--- src/rtl/mul_man_pipe.sv ---
// Pipelined mantissa multiplier for the FPU multiply datapath.
// Operand stage -> PROD_STAGES product stages -> round/normalise output stage.
// Each stage has a valid bit. A stage may load when it is empty or when the stage after it
// is advancing, so bubbles collapse and a stall holds every stage in place.
module mul_man_pipe #(
    parameter int unsigned MAN_W       = 24,
    parameter int unsigned PROD_STAGES = 1
) (
    input  logic             i_clk,
    input  logic             i_rst,
    input  logic             i_valid,
    output logic             o_ready,
    input  logic [MAN_W-1:0] i_data_a,
    input  logic [MAN_W-1:0] i_data_b,
    input  logic             i_sign,
    input  logic [1:0]       i_rmode,
    output logic             o_valid,
    input  logic             i_ready,
    output logic [MAN_W-1:0] o_data_mul,
    output logic [1:0]       o_exp_inc,
    output logic             o_inexact,
    output logic             o_zero
);

    localparam int unsigned PW   = 2 * MAN_W;
    localparam int unsigned LAST = PROD_STAGES - 1;

    typedef enum logic [1:0] {
        RmRne = 2'b00,
        RmRtz = 2'b01,
        RmRup = 2'b10,
        RmRdn = 2'b11
    } rmode_e;

    // ------------------------------------------------------------------
    // Stage state
    // ------------------------------------------------------------------
    logic             in_v_q, in_v_d;
    logic [MAN_W-1:0] in_a_q, in_a_d;
    logic [MAN_W-1:0] in_b_q, in_b_d;
    logic             in_sign_q, in_sign_d;
    rmode_e           in_rmode_q, in_rmode_d;

    logic [PROD_STAGES-1:0] p_v_q, p_v_d;
    logic [PW-1:0]          p_prod_q [PROD_STAGES];
    logic [PW-1:0]          p_prod_d [PROD_STAGES];
    logic [PROD_STAGES-1:0] p_sign_q, p_sign_d;
    rmode_e                 p_rmode_q [PROD_STAGES];
    rmode_e                 p_rmode_d [PROD_STAGES];

    logic             out_v_q, out_v_d;
    logic [MAN_W-1:0] out_mul_q, out_mul_d;
    logic [1:0]       out_exp_q, out_exp_d;
    logic             out_inexact_q, out_inexact_d;
    logic             out_zero_q, out_zero_d;

    // ------------------------------------------------------------------
    // Ready chain
    // ------------------------------------------------------------------
    logic                   out_rdy;
    logic [PROD_STAGES-1:0] p_rdy;
    logic                   in_rdy;

    assign out_rdy = ~out_v_q | i_ready;

    // rdy_k = ~v_k | rdy_{k+1} unrolled: a stage can load unless it and every stage after it
    // is full while the output is stalled. Written flat so there is no combinational loop
    // through the vector.
    for (genvar k = 0; k < PROD_STAGES; k++) begin : g_p_rdy
        assign p_rdy[k] = out_rdy | ~(&p_v_q[PROD_STAGES-1:k]);
    end

    assign in_rdy  = ~in_v_q | p_rdy[0];
    assign o_ready = in_rdy;

    // ------------------------------------------------------------------
    // Operand stage
    // ------------------------------------------------------------------
    // Capture operands on transfer-in; an empty slot is written when no operand arrives.
    always_comb begin
        in_v_d     = in_v_q;
        in_a_d     = in_a_q;
        in_b_d     = in_b_q;
        in_sign_d  = in_sign_q;
        in_rmode_d = in_rmode_q;
        if (in_rdy) begin
            in_v_d = i_valid;
            if (i_valid) begin
                in_a_d     = i_data_a;
                in_b_d     = i_data_b;
                in_sign_d  = i_sign;
                in_rmode_d = rmode_e'(i_rmode);
            end
        end
    end

    // Operand stage registers.
    always_ff @(posedge i_clk or posedge i_rst) begin
        if (i_rst) begin
            in_v_q     <= 1'b0;
            in_a_q     <= '0;
            in_b_q     <= '0;
            in_sign_q  <= 1'b0;
            in_rmode_q <= RmRne;
        end else begin
            in_v_q     <= in_v_d;
            in_a_q     <= in_a_d;
            in_b_q     <= in_b_d;
            in_sign_q  <= in_sign_d;
            in_rmode_q <= in_rmode_d;
        end
    end

    // ------------------------------------------------------------------
    // Product stages
    // ------------------------------------------------------------------
    logic [PW-1:0] prod;

    assign prod = {{MAN_W{1'b0}}, in_a_q} * {{MAN_W{1'b0}}, in_b_q};

    // First product stage multiplies; later stages are plain copies that only give the
    // multiplier more register slack.
    always_comb begin
        p_v_d    = p_v_q;
        p_sign_d = p_sign_q;
        for (int k = 0; k < PROD_STAGES; k++) begin
            p_prod_d[k]  = p_prod_q[k];
            p_rmode_d[k] = p_rmode_q[k];
        end

        if (p_rdy[0]) begin
            p_v_d[0] = in_v_q;
            if (in_v_q) begin
                p_prod_d[0]  = prod;
                p_sign_d[0]  = in_sign_q;
                p_rmode_d[0] = in_rmode_q;
            end
        end

        for (int k = 1; k < PROD_STAGES; k++) begin
            if (p_rdy[k]) begin
                p_v_d[k] = p_v_q[k-1];
                if (p_v_q[k-1]) begin
                    p_prod_d[k]  = p_prod_q[k-1];
                    p_sign_d[k]  = p_sign_q[k-1];
                    p_rmode_d[k] = p_rmode_q[k-1];
                end
            end
        end
    end

    // Product stage registers.
    always_ff @(posedge i_clk or posedge i_rst) begin
        if (i_rst) begin
            p_v_q    <= '0;
            p_sign_q <= '0;
            for (int k = 0; k < PROD_STAGES; k++) begin
                p_prod_q[k]  <= '0;
                p_rmode_q[k] <= RmRne;
            end
        end else begin
            p_v_q    <= p_v_d;
            p_sign_q <= p_sign_d;
            for (int k = 0; k < PROD_STAGES; k++) begin
                p_prod_q[k]  <= p_prod_d[k];
                p_rmode_q[k] <= p_rmode_d[k];
            end
        end
    end

    // ------------------------------------------------------------------
    // Normalise and round (feeds the output stage)
    // ------------------------------------------------------------------
    logic [PW-1:0]    lp;
    logic             norm;
    logic [MAN_W-1:0] kept;
    logic             g_bit, r_bit, s_bit;
    logic             inc;
    logic [MAN_W:0]   rounded;
    logic             carry;
    logic [MAN_W-1:0] rnd_mul;
    logic [1:0]       rnd_exp;
    logic             rnd_inexact;
    logic             rnd_zero;

    assign lp = p_prod_q[LAST];

    // Pick the kept field and guard/round/sticky bits from the leading-one position, then
    // apply the selected rounding increment.
    always_comb begin
        norm = lp[PW-1];
        if (norm) begin
            kept  = lp[PW-1:MAN_W];
            g_bit = lp[MAN_W-1];
            r_bit = lp[MAN_W-2];
            s_bit = |lp[MAN_W-3:0];
        end else begin
            kept  = lp[PW-2:MAN_W-1];
            g_bit = lp[MAN_W-2];
            r_bit = lp[MAN_W-3];
            s_bit = |lp[MAN_W-4:0];
        end

        inc = 1'b0;
        unique case (p_rmode_q[LAST])
            RmRne: inc = g_bit & (r_bit | s_bit | kept[0]);
            RmRtz: inc = 1'b0;
            RmRup: inc = ~p_sign_q[LAST] & (g_bit | r_bit | s_bit);
            RmRdn: inc = p_sign_q[LAST] & (g_bit | r_bit | s_bit);
        endcase

        rounded = {1'b0, kept} + {{MAN_W{1'b0}}, inc};
        carry   = rounded[MAN_W];
        // A rounding carry only happens from all-ones, so the shifted result is exactly 1.0.
        rnd_mul     = carry ? {1'b1, {(MAN_W-1){1'b0}}} : rounded[MAN_W-1:0];
        rnd_exp     = {1'b0, norm} + {1'b0, carry};
        rnd_inexact = g_bit | r_bit | s_bit;
        rnd_zero    = (lp == '0);

        if (rnd_zero) begin
            rnd_mul     = '0;
            rnd_exp     = 2'd0;
            rnd_inexact = 1'b0;
        end
    end

    // ------------------------------------------------------------------
    // Output stage
    // ------------------------------------------------------------------
    // Result fields only change when a new result lands, so they hold while o_valid is low.
    always_comb begin
        out_v_d       = out_v_q;
        out_mul_d     = out_mul_q;
        out_exp_d     = out_exp_q;
        out_inexact_d = out_inexact_q;
        out_zero_d    = out_zero_q;
        if (out_rdy) begin
            out_v_d = p_v_q[LAST];
            if (p_v_q[LAST]) begin
                out_mul_d     = rnd_mul;
                out_exp_d     = rnd_exp;
                out_inexact_d = rnd_inexact;
                out_zero_d    = rnd_zero;
            end
        end
    end

    // Output stage registers.
    always_ff @(posedge i_clk or posedge i_rst) begin
        if (i_rst) begin
            out_v_q       <= 1'b0;
            out_mul_q     <= '0;
            out_exp_q     <= 2'd0;
            out_inexact_q <= 1'b0;
            out_zero_q    <= 1'b0;
        end else begin
            out_v_q       <= out_v_d;
            out_mul_q     <= out_mul_d;
            out_exp_q     <= out_exp_d;
            out_inexact_q <= out_inexact_d;
            out_zero_q    <= out_zero_d;
        end
    end

    assign o_valid    = out_v_q;
    assign o_data_mul = out_mul_q;
    assign o_exp_inc  = out_exp_q;
    assign o_inexact  = out_inexact_q;
    assign o_zero     = out_zero_q;

endmodule

--- config.mk ---
export PLATFORM = sky130hd
export DESIGN_NAME = mul_man_pipe
export DESIGN_NICKNAME = d
export VERILOG_FILES = /design/src/rtl/mul_man_pipe.sv
export SDC_FILE = /design/constraint.sdc
export NUM_CORES = 2
export LEC_CHECK = 0
export BUFFER_PORTS_ARGS = -buffer_cell sky130_fd_sc_hd__buf_4
export CAP_MARGIN = 20
export CORE_ASPECT_RATIO = 2
export CORE_UTILIZATION = 65
export CTS_CLUSTER_DIAMETER = 30
export DETAILED_ROUTE_END_ITERATION = 7
export PLACE_DENSITY = 0.83
export SYNTH_ARGS = -nofsm -noshare
export SYNTH_HDL_FRONTEND = slang
export SYNTH_SLANG_ARGS = --single-unit
export TNS_END_PERCENT = 20
--- constraint.sdc ---
create_clock -name i_clk -period 8.43 [get_ports i_clk]
set_input_delay 0 -clock i_clk [delete_from_list [all_inputs] [get_ports i_clk]]
set_output_delay 0 -clock i_clk [all_outputs]
set_load 0.005 [all_outputs]
* After elaboration in Yosys (flattened, before gate mapping)
Index checks and enable logic that the tools add are counted.
** Word-level totals
- Logic and storage cells :: 50
- Input bits :: 55
- Register bits :: 133
- Output and inout bits :: 30
** Operators by class
- Add/sub/neg operators :: 2
- Mux-type cells :: 9
- $mul :: 1
- Reduce and logical (&&, ||, !) cells :: 7
- Bitwise gates (word level) :: 14
- Equal/unequal tests :: 3
** Operators with widths (number)
- 24-bit 2-to-1 mux :: 3
- 48-bit logical NOT :: 1
- 24-bit by 24-bit multiplier with 48-bit output :: 1
- 24-bit by 1-bit adder with 25-bit output :: 1
- 22-bit OR reduction :: 1
- 21-bit OR reduction :: 1
- 1-bit OR :: 7
- 2-bit AND reduction :: 3
- 2-bit == test, second input constant :: 2
- 1-bit 2-to-1 mux :: 4
- 1-bit NOT :: 4
- 1-bit one-hot mux with 4 select lines :: 1
- 1-bit bitwise AND :: 3
- 1-bit by 1-bit adder with 2-bit output :: 1
- 2-bit by 1-bit == test with 1-bit output, second input constant :: 1
- 2-bit logical NOT :: 1
- 2-bit 2-to-1 mux :: 1

* Longest topological paths before layout
- Depth in word-level cells :: 9
- Mapped depth :: 25
- Mapped depth without buffers :: 24

* Worst setup path after synthesis
Ideal clock, no wire load.
- Path kind :: register to register
- Start :: register in_a_q[10]
- End :: register p_prod_q, in the netlist lp[46]
- Stages on the path, launching flop included :: 24
- Required time :: 8304 ps
- Clock period less this slack :: 6522 ps
- Arrival :: 6396 ps
- Buffers on the path :: 1
- Path slack :: 1908 ps
- Setup time :: 126 ps
- Path through :: dfrtp_1 -> clkbuf_1 -> nand2_1 -> fa_1 -> fa_1 -> inv_1 -> fa_1 -> inv_1 -> fa_1 -> inv_1 -> fa_1 -> fa_1 -> inv_1 -> fa_1 -> inv_1 -> ha_1 -> a21oi_2 -> o21ai_2 -> o21ai_1 -> a31o_1 -> a2111o_1 -> a211oi_2 -> a31oi_1 -> a221o_1
** Between the ends
- Longest elaborated chain between the ends :: 1
** RTL lines
- start: declaration :: RTL line 39 : logic [MAN_W-1:0] in_a_q, in_a_d;
- start signal: assignment :: RTL line 107 : in_a_q <= in_a_d;
- 24-bit by 24-bit multiplier with 48-bit output :: RTL line 119 : assign prod = {{MAN_W{1'b0}}, in_a_q} * {{MAN_W{1'b0}}, in_b_q};
- end signal: indexed assignment :: RTL line 165 : p_prod_q[k] <= p_prod_d[k];
- end: declaration :: RTL line 45 : logic [PW-1:0] p_prod_q [PROD_STAGES];
Every way passes these cells.
A chain may end at the register's enable or synchronous reset.

* Worst setup path in the final report
- Start :: register in_a_q[16]
- End :: register p_prod_q, in the netlist lp[46]
Same word-level chain as after synthesis.

==> flow_metrics.tcl <==
set metrics [dict create \
    clkLatencyLatePin_ns 0.46 \
    tightestPinTransition_ns 1.181 \
    synth-edff-count 0 \
    status "finished clean" \
    drive_above_1_share 0.07950 \
    muxShareOfSynthArea 0.02960 \
    path_common_cell "fa_1" \
    whs_ns 0.2475 \
    final_common_cell "inv_1" \
    synth_top_family_by_area "adder cells" \
    postLayoutSetupSlackWorst_ns 0.4121 \
    fin_skew_ns 0.02294 \
    yosys.area_share.simple 0.1725 \
    critPathKind "flop to flop" \
    yosys.area.top_type_share 0.3831 \
    avgSynthCellArea_um2 9.133 \
    antenna_found_initial 1 \
    firstDrtPassIters 5 \
    ys.flop_type "dfrtp_1" \
    tns_ns 0 \
    synth_area_leader_cell "fa_1" \
    yosys-top-cells-area "fa_1 (38%), dfrtp_1 (13%), ha_1 (8.8%)" \
    syn-instance-count 2758 \
    die_y_um 280.4 \
    final_cell_mix "inv_1 (550), fa_1 (482), nand2_1 (420)" \
    drtIter0Drc 1290 \
    setup_viol 0 \
    critPathRequiredTime_ns 8.76 \
    cts.sinks 133 \
    postCtsSetupBuffers 0 \
    num_vias 19670 \
    portBuffers 84 \
    yosysWarningCount 0 \
    cp-start-kind "flop" \
    synth_cell_type_count 71 \
    fin_nets 3506 \
    max_freq_mhz 124.7 \
    grt_start_max_net_pins 97 \
    synth_compound_area_frac 0.06343 \
    antenna_left 0 \
    rows 101 \
    critPathMaxStageDelay_ns 1.10 \
    async_flop_share 1.000 \
    htreeDepth 4 \
    overflow 0 \
    wl_um 71500 \
    routedWlPerCell_um 21.54 \
    rsz0062_at_grt "no" \
    crit_fanout 25 \
    die_w_um 141.2 \
    cts_tree "done" \
    core_area_um2 38040 \
    fillers 2867 \
    finalMaxSlewViolations 0 \
    drt-vias-per-instance 5.924 \
    die_area_um2 39590 \
    gp_congestion 1.006 \
    cp.arrival_ns 8.34 \
    rr_worst_depth 22 \
    area_delta_synth_final_pct 8.181 \
    min-delay-path-class "input port to asynchronous set/reset pin" \
    crit_path_start "in_a_q[16]" \
    max_slew_margin 0.2127 \
    cpMaxStageDelayCell "dfrtp_1" \
    hpwl_um 55930 \
    io_pins 85 \
    post-route-period-util 0.9511 \
    cts_made_buffers 17 \
    layout_min_cycle_time_ns 8.018 \
    grt_pass1_wl_um 114000 \
    pre_cts_slack_ns 0.6793 \
    n_antenna_cell 0 \
    route.detailed.drc 0 \
    clk_pin_slew_ns 0.08 \
    fin_cells 3320 \
    synthAdderAreaFrac 0.4710 \
    timing.rr.end "lp[46]" \
    cts_buffer_depth 2 \
    syn-cell-area_um2 25190 \
    placed_cells 3233 \
    rr_startpoint "in_a_q[16]" \
    start_util 0.6622 \
    cts_root_buf "clkbuf_16" \
    path_buf_inv 5 \
    r2r_slack_ns 0.41 \
    ys_seq_area_frac 0.1321 \
    grt_pass1_vias 22180 \
    synth_xor_area_frac 0.02330 \
    synth_seq_cells 133 \
    syn_nets 3472 \
    max_cap_viol_count 0 \
    crit_path_end_kind "flop" \
    grtUsageTotal 0.3874 \
    path_delay_family "adder cells" \
    finalHoldViolCount 0 \
    cp_cell_sequence "nand2_1, fa_1, inv_1, fa_1, inv_1, fa_1, fa_1, inv_1, fa_1, fa_1, inv_1, fa_1, inv_1, ha_1, nand2_2, o21ai_2, o21ai_1, a31o_1, a2111o_1, a211oi_2, a31oi_1, a221o_1" \
]
stage by stage:
| stage | area [µm²] | util |
|---|---|---|
| after floorplan | 25190 | - |
| after global placement | 26070 | 0.6854 |
| after detailed placement | 26090 | 0.6858 |
| after CTS | 27250 | 0.7164 |
| after global routing | 27250 | 0.7164 |
| final | 27250 | 0.7164 |
worst max path at each step:
stage / end / slack, ns / cells after the start
after floorplan: lp[46] / 1.91 / 23
after global placement: lp[46] / 0.66 / 21
after detailed placement: lp[46] / 0.68 / 21
after CTS: lp[46] / 0.63 / 22
after global routing: lp[46] / 0.22 / 22
final: lp[46] / 0.41 / 22
tightest hold or removal path: cells and delay by family:
| kind | cells | cell delay [ns] |
|---|---|---|
| buffers and inverters | 3 | 1.20 |
logic make-up after synthesis:
kind of cell             Yosys count
flip-flops                       133
AND/OR/NAND/NOR                  882
AO/OA/AOI/OAI                    240
XOR/XNOR                          67
adder cells (fa/ha/maj)          659
buffers and inverters            709
multiplexers                      68
metal layers:
layer	GRT usage	wire length [µm]	up-vias	share of wire
li1	-	-	8413	-
met1	0.3918	22540	9791	0.32
met2	0.6884	37390	1041	0.52
met3	0.06281	4652	418	0.065
met4	0.3300	6890	4	0.096
met5	0	24	-	0.00034
area by class of cell:
type / instances / area, µm² / area share
Sequential cell: 133 / 3329 / 0.1222
Multi-Input combinational cell: 1916 / 19140 / 0.7026
Clock inverter: 14 / 175.2 / 0.006428
Inverter: 551 / 2073 / 0.07608
Timing Repair Buffer: 173 / 1444 / 0.05299
Clock buffer: 18 / 439.2 / 0.01612
Tap cell: 515 / 644.4 / 0.02365
flip-flops by register name (all words and copies together), names as in the netlist, 2 cells and up:
name	cells
in_a_q	24
p_rmode_q	2
in_b_q	24
o_data_mul	24
lp	48
in_rmode_q	2
o_exp_inc	2
cell usage after synthesis (11+ instances only):
cell,count
xnor2_1,32
nand2_1,422
buf_2,11
and2_1,292
o21ai_0,54
mux2i_1,16
a22o_1,23
nand3_1,36
inv_1,551
nor4_1,12
nand4_1,20
fa_1,482
xor2_1,35
clkbuf_1,127
ha_1,177
a21o_1,21
nor2_1,41
mux2_2,52
dfrtp_1,133
a21oi_1,57
what timing repair did:
item,in CTS,in global routing
resized for setup,0,0
hold buffers,55,0
endpoints found under the hold margin,133,0
Power is not shown: default switching activity piles up to over one toggle a cycle in this logic, so the estimate is an artifact.
